===== src/rtl/ps2_keypad_decoder.sv =====
// PS/2 set-2 byte stream to card-entry key events (digit/enter/backspace/clear).
// Ports: CLOCK_50, reset (sync, high), scancode/scancode_valid in;
//   number, digit, *_strobe, held_valid out. Macro PS2_NUMPAD_EN adds numpad keys.
module ps2_keypad_decoder #(
  parameter int PREFIX_TIMEOUT = 50000,
  parameter int CNT_W          = 16
) (
  input  logic       CLOCK_50,
  input  logic       reset,
  input  logic [7:0] scancode,
  input  logic       scancode_valid,
  output logic [9:0] number,
  output logic [3:0] digit,
  output logic       digit_strobe,
  output logic       enter_strobe,
  output logic       backspace_strobe,
  output logic       clear_strobe,
  output logic       held_valid
);

  typedef enum logic [1:0] {
    S_IDLE,
    S_EXT,
    S_BRK,
    S_EXT_BRK
  } state_t;

  typedef enum logic [2:0] {
    K_NONE,
    K_DIG,
    K_ENT,
    K_BSP,
    K_ESC
  } kind_t;

  localparam logic [CNT_W-1:0] TO_LAST = CNT_W'(PREFIX_TIMEOUT - 1);

  state_t           state;
  logic [CNT_W-1:0] cnt;
  logic [8:0]       held_code;

  logic       ext;
  logic [8:0] code;
  kind_t      kind;
  logic [3:0] dval;
  logic       is_f0;
  logic       is_e0;
  logic       make_ev;
  logic       brk_ev;
  logic       fire;

  assign is_f0 = scancode == 8'hF0;
  assign is_e0 = scancode == 8'hE0;
  assign ext   = (state == S_EXT) || (state == S_EXT_BRK);
  assign code  = {ext, scancode};

  // Make: non-prefix byte in IDLE, or non-F0 byte after E0.
  assign make_ev = scancode_valid &&
    (((state == S_IDLE) && !is_f0 && !is_e0) ||
     ((state == S_EXT) && !is_f0));
  assign brk_ev = scancode_valid &&
    ((state == S_BRK) || (state == S_EXT_BRK));

  // A repeat of the held key is typematic and stays silent.
  assign fire = make_ev && (kind != K_NONE) &&
    !(held_valid && (held_code == code));

  always_comb begin
    kind = K_NONE;
    dval = 4'd0;
    case (code)
      9'h045: begin kind = K_DIG; dval = 4'd0; end
      9'h016: begin kind = K_DIG; dval = 4'd1; end
      9'h01E: begin kind = K_DIG; dval = 4'd2; end
      9'h026: begin kind = K_DIG; dval = 4'd3; end
      9'h025: begin kind = K_DIG; dval = 4'd4; end
      9'h02E: begin kind = K_DIG; dval = 4'd5; end
      9'h036: begin kind = K_DIG; dval = 4'd6; end
      9'h03D: begin kind = K_DIG; dval = 4'd7; end
      9'h03E: begin kind = K_DIG; dval = 4'd8; end
      9'h046: begin kind = K_DIG; dval = 4'd9; end
      9'h05A: kind = K_ENT;
      9'h066: kind = K_BSP;
      9'h076: kind = K_ESC;
`ifdef PS2_NUMPAD_EN
      9'h070: begin kind = K_DIG; dval = 4'd0; end
      9'h069: begin kind = K_DIG; dval = 4'd1; end
      9'h072: begin kind = K_DIG; dval = 4'd2; end
      9'h07A: begin kind = K_DIG; dval = 4'd3; end
      9'h06B: begin kind = K_DIG; dval = 4'd4; end
      9'h073: begin kind = K_DIG; dval = 4'd5; end
      9'h074: begin kind = K_DIG; dval = 4'd6; end
      9'h06C: begin kind = K_DIG; dval = 4'd7; end
      9'h075: begin kind = K_DIG; dval = 4'd8; end
      9'h07D: begin kind = K_DIG; dval = 4'd9; end
      9'h15A: kind = K_ENT;
`endif
      default: begin
        kind = K_NONE;
        dval = 4'd0;
      end
    endcase
  end

  always_ff @(posedge CLOCK_50) begin
    if (reset) begin
      state            <= S_IDLE;
      cnt              <= '0;
      held_code        <= '0;
      held_valid       <= 1'b0;
      number           <= '0;
      digit            <= '0;
      digit_strobe     <= 1'b0;
      enter_strobe     <= 1'b0;
      backspace_strobe <= 1'b0;
      clear_strobe     <= 1'b0;
    end else begin
      digit_strobe     <= 1'b0;
      enter_strobe     <= 1'b0;
      backspace_strobe <= 1'b0;
      clear_strobe     <= 1'b0;

      case (state)
        S_IDLE: begin
          cnt <= '0;
          if (scancode_valid) begin
            if (is_f0)      state <= S_BRK;
            else if (is_e0) state <= S_EXT;
          end
        end
        default: begin
          // A byte beats a timeout landing in the same cycle.
          if (scancode_valid) begin
            cnt <= '0;
            if ((state == S_EXT) && is_f0) state <= S_EXT_BRK;
            else                           state <= S_IDLE;
          end else if (cnt >= TO_LAST) begin
            cnt   <= '0;
            state <= S_IDLE;
          end else begin
            cnt <= cnt + 1'b1;
          end
        end
      endcase

      if (fire) begin
        held_code  <= code;
        held_valid <= 1'b1;
        unique case (1'b1)
          kind == K_DIG: begin
            digit_strobe <= 1'b1;
            digit        <= dval;
            number       <= 10'd1 << dval;
          end
          kind == K_ENT: enter_strobe     <= 1'b1;
          kind == K_BSP: backspace_strobe <= 1'b1;
          kind == K_ESC: begin
            clear_strobe <= 1'b1;
            number       <= '0;
          end
          default: ;
        endcase
      end

      if (brk_ev && (held_code == code)) held_valid <= 1'b0;
    end
  end

endmodule


===== config.mk =====
export PLATFORM = sky130hd
export DESIGN_NAME = ps2_keypad_decoder
export DESIGN_NICKNAME = d
export VERILOG_FILES = /design/src/rtl/ps2_keypad_decoder.sv
export SDC_FILE = /design/constraint.sdc
export NUM_CORES = 1
export LEC_CHECK = 0
export BUFFER_PORTS_ARGS = -buffer_cell sky130_fd_sc_hd__buf_4
export CAP_MARGIN = 15
export CORE_MARGIN = 5
export CORE_UTILIZATION = 58
export CTS_CLUSTER_SIZE = 8
export DETAILED_ROUTE_END_ITERATION = 8
export GPL_TIMING_DRIVEN = 0
export PLACE_DENSITY = 0.78
export SLEW_MARGIN = 20
export SYNTH_ARGS = -nofsm -noshare
export SYNTH_HDL_FRONTEND = slang
export SYNTH_SLANG_ARGS = --single-unit

===== constraint.sdc =====
create_clock -name CLOCK_50 -period 3.62 [get_ports CLOCK_50]
set_clock_uncertainty 0.1 [all_clocks]
set_input_delay 0.724 -clock CLOCK_50 [delete_from_list [all_inputs] [get_ports CLOCK_50]]
set_output_delay 0.724 -clock CLOCK_50 [all_outputs]
set_load 0.01 [all_outputs]

==> results of run 1 <==
state kept, by name (all words and copies together) (netlist names):
| register | count |
|---|---|
| held_valid | 1 |
| enter_strobe | 1 |
| number | 10 |
| digit | 4 |
| clear_strobe | 1 |
| backspace_strobe | 1 |
| digit_strobe | 1 |
| state | 2 |
| cnt | 16 |
| held_code | 9 |
cells by family (layout without fill, tap and decap cells):
group / count (synthesis) / count (layout) / synth area share, %
xor gates and xnor gates: 24 / 24 / 8.34
AOI/OAI and AO/OA: 25 / 25 / 9.19
and+or+nand+nor: 133 / 133 / 31.8
muxes: 22 / 22 / 9.24
adders and majority gates: 1 / 1 / 0.496
buffers and inverters: 23 / 54 / 4.37
DFF: 46 / 46 / 36.5
layout make-up:
type | instances | area, sq um | share of cell area, %
sequential | 46 | 921 | 32.1
buffer | 21 | 103 | 3.57
timing repair buffer | 23 | 173 | 6.02
multi-input combinational | 205 | 1490 | 51.9
inverter | 2 | 7.51 | 0.262
clock inverter | 3 | 43.8 | 1.53
clock buffer | 5 | 68.8 | 2.40
tap | 52 | 65.1 | 2.27
power groups by stage:
stage | sequential, mW | clock, mW | combinational [mW]
final | 0.508 | 0.385 | 0.0868
after global routing | 0.509 | 0.426 | 0.0941
after CTS | 0.508 | 0.396 | 0.0861
after detailed placement | 0.520 | 0 | 0.0856
after global placement | 0.520 | 0 | 0.0849
after floorplan | 0.520 | 0 | 0.0636
synthesized netlist by cell type (2+ instances only):
| master | n | area, sq um |
|---|---|---|
| buf_4 | 2 | 15.0 |
| nand2_1 | 8 | 30.0 |
| or3b_2 | 2 | 17.5 |
| nand4bb_1 | 2 | 22.5 |
| mux2_2 | 2 | 22.5 |
| nand2b_1 | 28 | 175 |
| nand3b_1 | 3 | 22.5 |
| nor2_1 | 29 | 109 |
| nand4b_1 | 2 | 17.5 |
| or3_1 | 3 | 18.8 |
| xnor2_1 | 10 | 87.6 |
| mux2_4 | 2 | 30.0 |
| a21oi_1 | 2 | 10.0 |
| xor2_1 | 14 | 123 |
| nor3_1 | 2 | 10.0 |
| nor2b_1 | 9 | 56.3 |
| nand4_1 | 9 | 56.3 |
| dfxtp_1 | 46 | 921 |
| clkbuf_1 | 10 | 37.5 |
| a311o_1 | 2 | 20.0 |
| nor4bb_1 | 2 | 20.0 |
| o22ai_1 | 2 | 12.5 |
| a211oi_2 | 2 | 25.0 |
| a21o_1 | 2 | 15.0 |
| and4_1 | 4 | 35.0 |
| nor4_1 | 4 | 25.0 |
| o21ai_0 | 4 | 20.0 |
| nand3_1 | 11 | 55.1 |
| a211o_1 | 2 | 17.5 |
| buf_2 | 7 | 35.0 |
| inv_1 | 2 | 7.51 |
| and3_1 | 4 | 25.0 |
| mux2i_1 | 18 | 180 |
| nor3b_1 | 3 | 22.5 |
worst reg2reg max path, stage by stage (launching register included):
cell	delay, ns
dfxtp_1	0.32
buf_2	0.18
nor4bb_1	0.59
and4b_1	0.37
nor3_2	0.10
a211oi_4	0.54
mux2_4	0.34
cells in the final DEF (no fill, tap or decap), drive strengths merged, types with 10 or more instances in the layout:
master	count
xnor2	10
nand2b	28
buf	34
mux2i	18
clkbuf	15
nand3	11
xor2	14
dfxtp	46
nor2	29
stage by stage:
step                hold slack, ns  power [mW]  cells
finish                       0.377       0.980    357
global route                 0.405        1.03    357
CTS                          0.381       0.991    357
detailed placement           0.366       0.606    349
global placement             0.355       0.605    349
floorplan                    0.338       0.584    274
metal layers:
metal,wire (microns),global-route usage (%),vias to the layer above,share of wire [%]
met5,0,0,-,0
met4,101,6.41,0,1.9
met3,278,5.69,10,5.2
met2,2680,34.5,52,50
met1,2280,22.9,990,43
li1,-,-,1026,-
final timing paths:
path,start,endpoint,slack [ns],depth (start not counted)
max,scancode[6],number[3],0.75,7
min,number[4],number[4],0.38,2
max reg2reg,state[0],held_code[0],0.98,6
min reg2reg,number[4],number[4],0.38,2
==> metrics.txt, run 1 <==
status completed; routability cong. approximately 0.86; starting density of the core about three fifths; count of antenna-violating nets left after detailed routing 0; Resized cells post-CTS 0; Critical Path Sink Type flop; Power Density roughly 340 mW/mm^2; final setup fails 0; Synth cell types 54; via count a little over 2000; drt wl/cell 15.0 microns; GR Util All Layers 19.7%; RSZ-0062 raised after global routing no; nets approximately 320; max_slew headroom 43.3%; Tcrit/Tclk final approximately four fifths; crit-path cells buf_4, clkbuf_1, nand4_1, o21ai_0, a211o_1, buf_4, mux2_4; I/O pins 30; P_leak between 1 and 1.5 nW; power share of the sequential group around half; Mapped Avg Cell Area slightly above 9 sq um; fin util around two thirds; Mapped Nets 286; CP bufs+invs 3; vias in the first global route 2088; final hold vios 0; crit path max-delay cell type o21ai_0; fraction of layout cells with a size suffix above 1 18.4%; area post-placement 0.00276 sq mm; diode count 0; CTS Buffer Depth 2; clk slew on worst S/H paths ~0.090 ns; largest net degree at the start of global routing 16; internal power 0.749 mW; NetSw about 0.23 mW; max-cap violations 0; Comb power frac under 10%; Final Max Tran Viols 0; Worst setup SP type input port; DRC viols 0; vias per inst a little under 6; global-route wire length before repair between 9 and 10 mm; crit-path leading delay family compound AO/OA/AOI/OAI gates; Least-Margin Pin Slew ~0.84 ns; Worst path max stage delay around 0.74 ns; hold buffers post-CTS 0; Mapped Area roughly 0.0025 sq mm; setup_tns 0 ns; maximum clock rate ~350 MHz; worst skew pair latency ~0.30 ns; Sink Count 46; WS Path Type input port to flop; Critical Path RT approximately 3.7 ns; Seq/Total Area, Yosys a little over a third; # fillers between 300 and 400; Core Area between 0.004 and 0.005 sq mm; CTS tree built; Clk pwr share 39.3%; Synthesis Warnings 0; HP Class flop to flop; CTS buffer count 5; Post-DP HPWL between 3 and 4 mm; fraction of registers with async set/reset 0%; postcts setup bufs 0; Layout area overhead 13.9%; number of enable flip-flop cells after synthesis 0; initial antenna violation count 0; first-pass detailed-route iteration total 4; Post-Place Setup Slack 0.488 ns; die area around 0.0058 sq mm; Top FF cell, synth dfxtp_1; post-route cell area 0.00287 sq mm; FP Rows 24; Tmin final 2.87 ns; GR Overflow Total 0; final wirelength roughly 5.3 mm; Cells after Synth about 270; Sw Ratio about a quarter; Clock Tree Root clkbuf_8; Arr. time, crit path roughly 3.0 ns; #FFs+latches synth 46; CTS H-tree depth 2; Die X between 70 and 80 microns; Worst VDD drop between 0.2 and 0.25 mV; chip height about 76 microns; critical path fanouts, max 10; CP most frequent cell buf_4; Iter 0 DRT Violations 175; PortBufs 23; worst setup margin roughly 0.75 ns
(Power assumes the default switching activity.)
==> inputs of run 2 (changes only) <==
--- a/config.mk
+++ b/config.mk
@@ -8,11 +8,11 @@
 export BUFFER_PORTS_ARGS = -buffer_cell sky130_fd_sc_hd__buf_4
 export CAP_MARGIN = 15
 export CORE_MARGIN = 5
-export CORE_UTILIZATION = 58
+export CORE_UTILIZATION = 52
 export CTS_CLUSTER_SIZE = 8
 export DETAILED_ROUTE_END_ITERATION = 8
 export GPL_TIMING_DRIVEN = 0
-export PLACE_DENSITY = 0.78
+export PLACE_DENSITY = 0.74
 export SLEW_MARGIN = 20
 export SYNTH_ARGS = -nofsm -noshare
 export SYNTH_HDL_FRONTEND = slang
==> constraint.sdc (replaced) <==
create_clock -name CLOCK_50 -period 2.3 [get_ports CLOCK_50]
set_clock_uncertainty 0.1 [all_clocks]
set_input_delay 0.46 -clock CLOCK_50 [delete_from_list [all_inputs] [get_ports CLOCK_50]]
set_output_delay 0.46 -clock CLOCK_50 [all_outputs]
set_load 0.01 [all_outputs]
==> run 2 against run 1 <==
Against the previous run:
- combinational power grew 80%
- non-clock buffer count up 12
- sequential power grew 57%
- register-to-register slack worse by 0.93 ns
- setup slack got worse by 0.70 ns
- via count grew 2.2%
- cell count increased by 7.6%
- utilization shrank 1.5 points
- clock-buffer cell count increased by 1
- clock power is 57% higher
- critical endpoint unchanged
- global-route usage increased by 0.082 points
==> metrics.txt, run 2 (synthesis gave the netlist of run 1 again) <==
status completed; Layout area overhead 22.4%; Power Density a little over 500 mW/mm^2; Worst setup SP type flop; chip height about 80 microns; Post-Place Setup Slack -0.506 ns; max_slew headroom 47.0%; diode count 0; crit-path leading delay family simple AND/OR/NAND/NOR gates; vias per inst 5.53; CP bufs+invs 2; HP Class flop to flop; R2R cell count 7; Biggest register cnt; Multi-input gate area about 0.0016 sq mm; Post-DP HPWL slightly above 4 mm; initial antenna violation count 0; starting density of the core 53.4%; worst skew pair latency approximately 0.3 ns; crit path max-delay cell type or4bb_4; Critical Path RT approximately 2.4 ns; Worst path max stage delay approximately 0.55 ns; Critical Path Sink Type flop; CTS H-tree depth 2; Regs by FF count cnt (16), number (10), held_code (9); CTS tree built; Iter 0 DRT Violations roughly 200; Arr. time, crit path around 2.4 ns; Least-Margin Pin Slew just under 0.8 ns; final setup fails 0; max reg flops 16; FP Rows 25; I/O pins 30; worst setup margin roughly 0.047 ns; CTS Buffer Depth 2; GR Overflow Total 0; most frequent cells in the layout 45 x dfxtp_1, 40 x buf_4, 28 x nand2b_1, 28 x nor2_1, 18 x mux2i_1; P_leak approximately 1.2 nW; DRC viols 0; crit-path cells buf_6, or4bb_4, nor2_4, a21oi_4, a211o_1, buf_6, mux2_4; final hold vios 0; die area ~0.0063 sq mm; fraction of layout cells with a size suffix above 1 24.9%; # fillers 389; Die X 79.6 microns; WS Path Type flop to flop; hold endpoint number[9]; drt wl/cell 15.1 microns; RR Startpoint state[0]; critical path fanouts, max 10; CP most frequent cell buf_6; Sink Count 46; max-cap violations 0; routability cong. approximately 0.84; RSZ-0062 raised after global routing yes; global-route wire length before repair 10.0 mm; fin util about two thirds; most common cell after layout, fill and taps aside dfxtp_1; Register Area roughly 920 sq um; Hold Crit Start number[9]; final wirelength just under 6 mm; via count between 2000 and 2500; Tmin final around 2.3 ns; count of antenna-violating nets left after detailed routing 0; maximum clock rate about 440 MHz; PortBufs 23; Worst VDD drop about 0.40 mV; Tcrit/Tclk final between 90% and 100%; Clock Tree Root clkbuf_8; first-pass detailed-route iteration total 4; CTS buffer count 5; reg2reg setup slack ~0.047 ns; clk slew on worst S/H paths roughly 0.090 ns; hold buffers post-CTS 0; nets between 300 and 400; hold-critical path depth 2; Reg2Reg Capture Point number[3]; vias in the first global route 2137; largest net degree at the start of global routing 15; GR Util All Layers between 10% and 20%; critical path depth 7; Final Max Tran Viols 0; Core Area 0.00472 sq mm
run 2: changes by cell type in the layout (fill, tap and decap cells not counted), moves of 2 or more:
cell	delta
buf_2	-3
nor4bb_1	-2
clkbuf_1	-3
a211oi_2	-2
buf_6	+2
a211oi_4	+2
buf_4	+15
run 2: cell type report:
class / instances / share of cell area, %
clock inverter: 2 / 1.22
buffer: 18 / 3.49
tap: 67 / 2.72
timing repair buffer: 38 / 9.25
sequential: 46 / 29.9
multi-input combinational: 205 / 50.9
clock buffer: 6 / 2.35
inverter: 2 / 0.243
run 2: routing by layer:
metal  part of all wire [%]  track usage (%)  wire length [microns]
met1                     42             23.2                   2410
met2                     50             34.6                   2910
met3                    6.1             4.51                    352
met4                    2.2             8.08                    125
met5                      0                0                      0
run 2: repair_timing:
item,CTS,global route
resized for setup,10,11
setup buffers,9,6
pin swaps,5,6
endpoints found under the setup margin,12,28
run 2: tightest hold or removal path, stage by stage (launching register included):
cell and delay [ns]:
dfxtp_1 0.32, nand2b_1 0.06, mux2i_1 0.06
run 2: where the power goes:
part	internal [mW]	switching (mW)	total [mW]
Clock	0.324	0.282	0.606
Sequential	0.798	0.00171	0.800
Combinational	0.0661	0.0901	0.156
run 2: worst max path at each step:
stage / slack, ns / start / endpoint
final: 0.05 / state[0] / number[3]
after global routing: -0.02 / state[0] / number[6]
after CTS: 0.02 / scancode[4] / digit[1]
after detailed placement: -0.51 / scancode[4] / digit[1]
after global placement: -0.49 / scancode[4] / digit[0]
after floorplan: -0.14 / scancode[4] / held_code[0]
run 2: per-stage QoR:
stage               hold slack (ns)  power, mW  instances  area (sq um)  setup TNS [ns]
floorplan                     0.338      0.923        274          2550          -0.461
global placement              0.353      0.958        364          2810           -7.12
detailed placement            0.365      0.960        364          2810           -7.95
CTS                           0.380       1.57        380          3030               0
global route                  0.399       1.62        384          3090         -0.0217
finish                        0.376       1.56        384          3090               0
==> inputs of run 3 (changes only) <==
==> constraint.sdc (replaced) <==
create_clock -name CLOCK_50 -period 2.3 [get_ports CLOCK_50]
set_clock_uncertainty 0.1 [all_clocks]
set_input_delay 0.115 -clock CLOCK_50 [delete_from_list [all_inputs] [get_ports CLOCK_50]]
set_output_delay 0.115 -clock CLOCK_50 [all_outputs]
set_load 0.01 [all_outputs]
==> run 3 against run 2 <==
Against the previous run:
- flip-flop and latch count did not move
- register-to-register slack got worse by 0.02 ns
- combinational power barely moved
- cell count is 0.26% lower
- setup slack got worse by 0.018 ns
- worst hold slack got worse by 0.33 ns
- highest routed layer unchanged
==> metrics.txt, run 3 (synthesis gave the netlist of run 1 again) <==
first-pass detailed-route iteration total 4; CTS Buffer Depth 2; most frequent cells in the layout 45 x dfxtp_1, 34 x buf_4, 28 x nand2b_1, 28 x nor2_1, 18 x mux2i_1; Sink Count 46; max reg flops 16; final setup fails 0; P_leak roughly 1.2 nW; max_slew headroom between 40% and 50%; crit-path cells buf_8, nor4bb_4, and4b_1, nor3_2, a211oi_4, buf_12, mux2_4; count of antenna-violating nets left after detailed routing 0; Tcrit/Tclk final 98.7%; routability cong. approximately 0.87; Core Area ~0.0047 sq mm; CTS tree built; maximum clock rate 440 MHz; Tmin final 2.27 ns; Power Density between 500 and 600 mW/mm^2; worst skew pair latency around 0.3 ns; crit path max-delay cell type nor4bb_4; Sw Ratio 23.7%; clk slew on worst S/H paths ~0.080 ns; fraction of layout cells with a size suffix above 1 between 20% and 30%; Critical Path Sink Type flop; crit-path leading delay family simple AND/OR/NAND/NOR gates; Post-Place Setup Slack -0.375 ns; Worst path max stage delay between 0.3 and 0.4 ns; I/O pins 30; Biggest register cnt; Final Max Tran Viols 0; global-route wire length before repair between 9 and 10 mm; via count between 2000 and 2500; diode count 0; Regs by FF count cnt (16), number (10), held_code (9); Iter 0 DRT Violations 179; die area approximately 0.0063 sq mm; DRC viols 0; placed insts between 300 and 400; largest net degree at the start of global routing 15; Worst VDD drop 0.345 mV; Clock Tree Root clkbuf_8; HP Class input port to flop; Worst setup SP type flop; Finished Layout Cells 383; initial antenna violation count 0; hold buffers post-CTS 0; most common cell after layout, fill and taps aside dfxtp_1; status completed; Die X about 80 microns; Arr. time, crit path about 2.4 ns; FP Rows 25; PortBufs 23; nets 327; starting density of the core a little over half; chip height approximately 80 microns; power share of the sequential group 51.4%; drt wl/cell 15.6 microns; critical path fanouts, max 8; GR Overflow Total 0; Post-DP HPWL 4.12 mm; CP bufs+invs 2; setup_tns 0 ns; CTS H-tree depth 2; Clk pwr share roughly two fifths; Pwr Total around 1.6 mW; Layout area overhead 22.0%; final wirelength about 6 mm; Least-Margin Pin Slew around 0.76 ns; CTS buffer count 5; max-cap violations 0; Comb power frac 10.1%; NetSw ~0.37 mW; vias per inst approximately 5.7; internal power 1.19 mW; vias in the first global route between 2000 and 2500; WS Path Type flop to flop; worst setup margin around 0.029 ns; final hold vios 0; Critical Path RT 2.39 ns; GR Util All Layers approximately a fifth
## run 3: worst paths after layout
| path | start | to | slack, ns | depth (start not counted) |
|---|---|---|---|---|
| worst max-delay path | state[0] | held_code[0] | 0.03 | 7 |
| worst min-delay path | scancode[4] | enter_strobe | 0.04 | 3 |
| worst max register to register | state[0] | held_code[0] | 0.03 | 7 |
| worst min register to register | digit[3] | digit[3] | 0.37 | 2 |
## run 3: worst register-to-register path: stages (launching register included)
cell and delay (ns):
dfxtp_2 0.34, buf_8 0.13, nor4bb_4 0.38, and4b_1 0.34, nor3_2 0.10, a211oi_4 0.30
buf_12 0.17, mux2_4 0.30
## run 3: area by class of cell
class                      count  area (sq um)
fill                         389          1650
multi-input combinational    205          1550
sequential                    46           922
timing repair buffer          35           288
buffer                        20           118
tap                           67          83.8
clock buffer                   6          72.6
clock inverter                 2          37.5
inverter                       2          7.51
## run 3: power groups by stage
stage / combinational, mW / clock (mW) / sequential (mW)
global route: 0.168 / 0.647 / 0.801
CTS: 0.147 / 0.607 / 0.800
detailed placement: 0.136 / 0 / 0.819
floorplan: 0.100 / 0 / 0.819
global placement: 0.135 / 0 / 0.819
finish: 0.157 / 0.600 / 0.800
## run 3: what timing repair did
item	4_1_cts	5_1_grt
pin swaps	2	7
gates resized for setup	11	7
setup endpoints to repair	27	5
setup buffers	3	9
cloned	0	0
## run 3: layer usage
layer / up-vias / share of wire, % / GRT usage, %
met4: 0 / 2.8 / 8.25
li1: 1048 / - / -
met1: 1038 / 42 / 23.2
met2: 64 / 50 / 34.1
met5: - / 0 / 0
met3: 19 / 4.9 / 2.93
## run 3: per-stage QoR
stage	hold slack, ns	utilization [%]	cell area, sq um
2_1_floorplan	0.204	-	2520
3_3_place_gp	0.354	58.8	2780
3_5_place_dp	0.354	58.8	2780
4_1_cts	0.0335	63.0	2980
5_1_grt	0.0700	65.1	3080
6_report	0.0432	65.1	3080
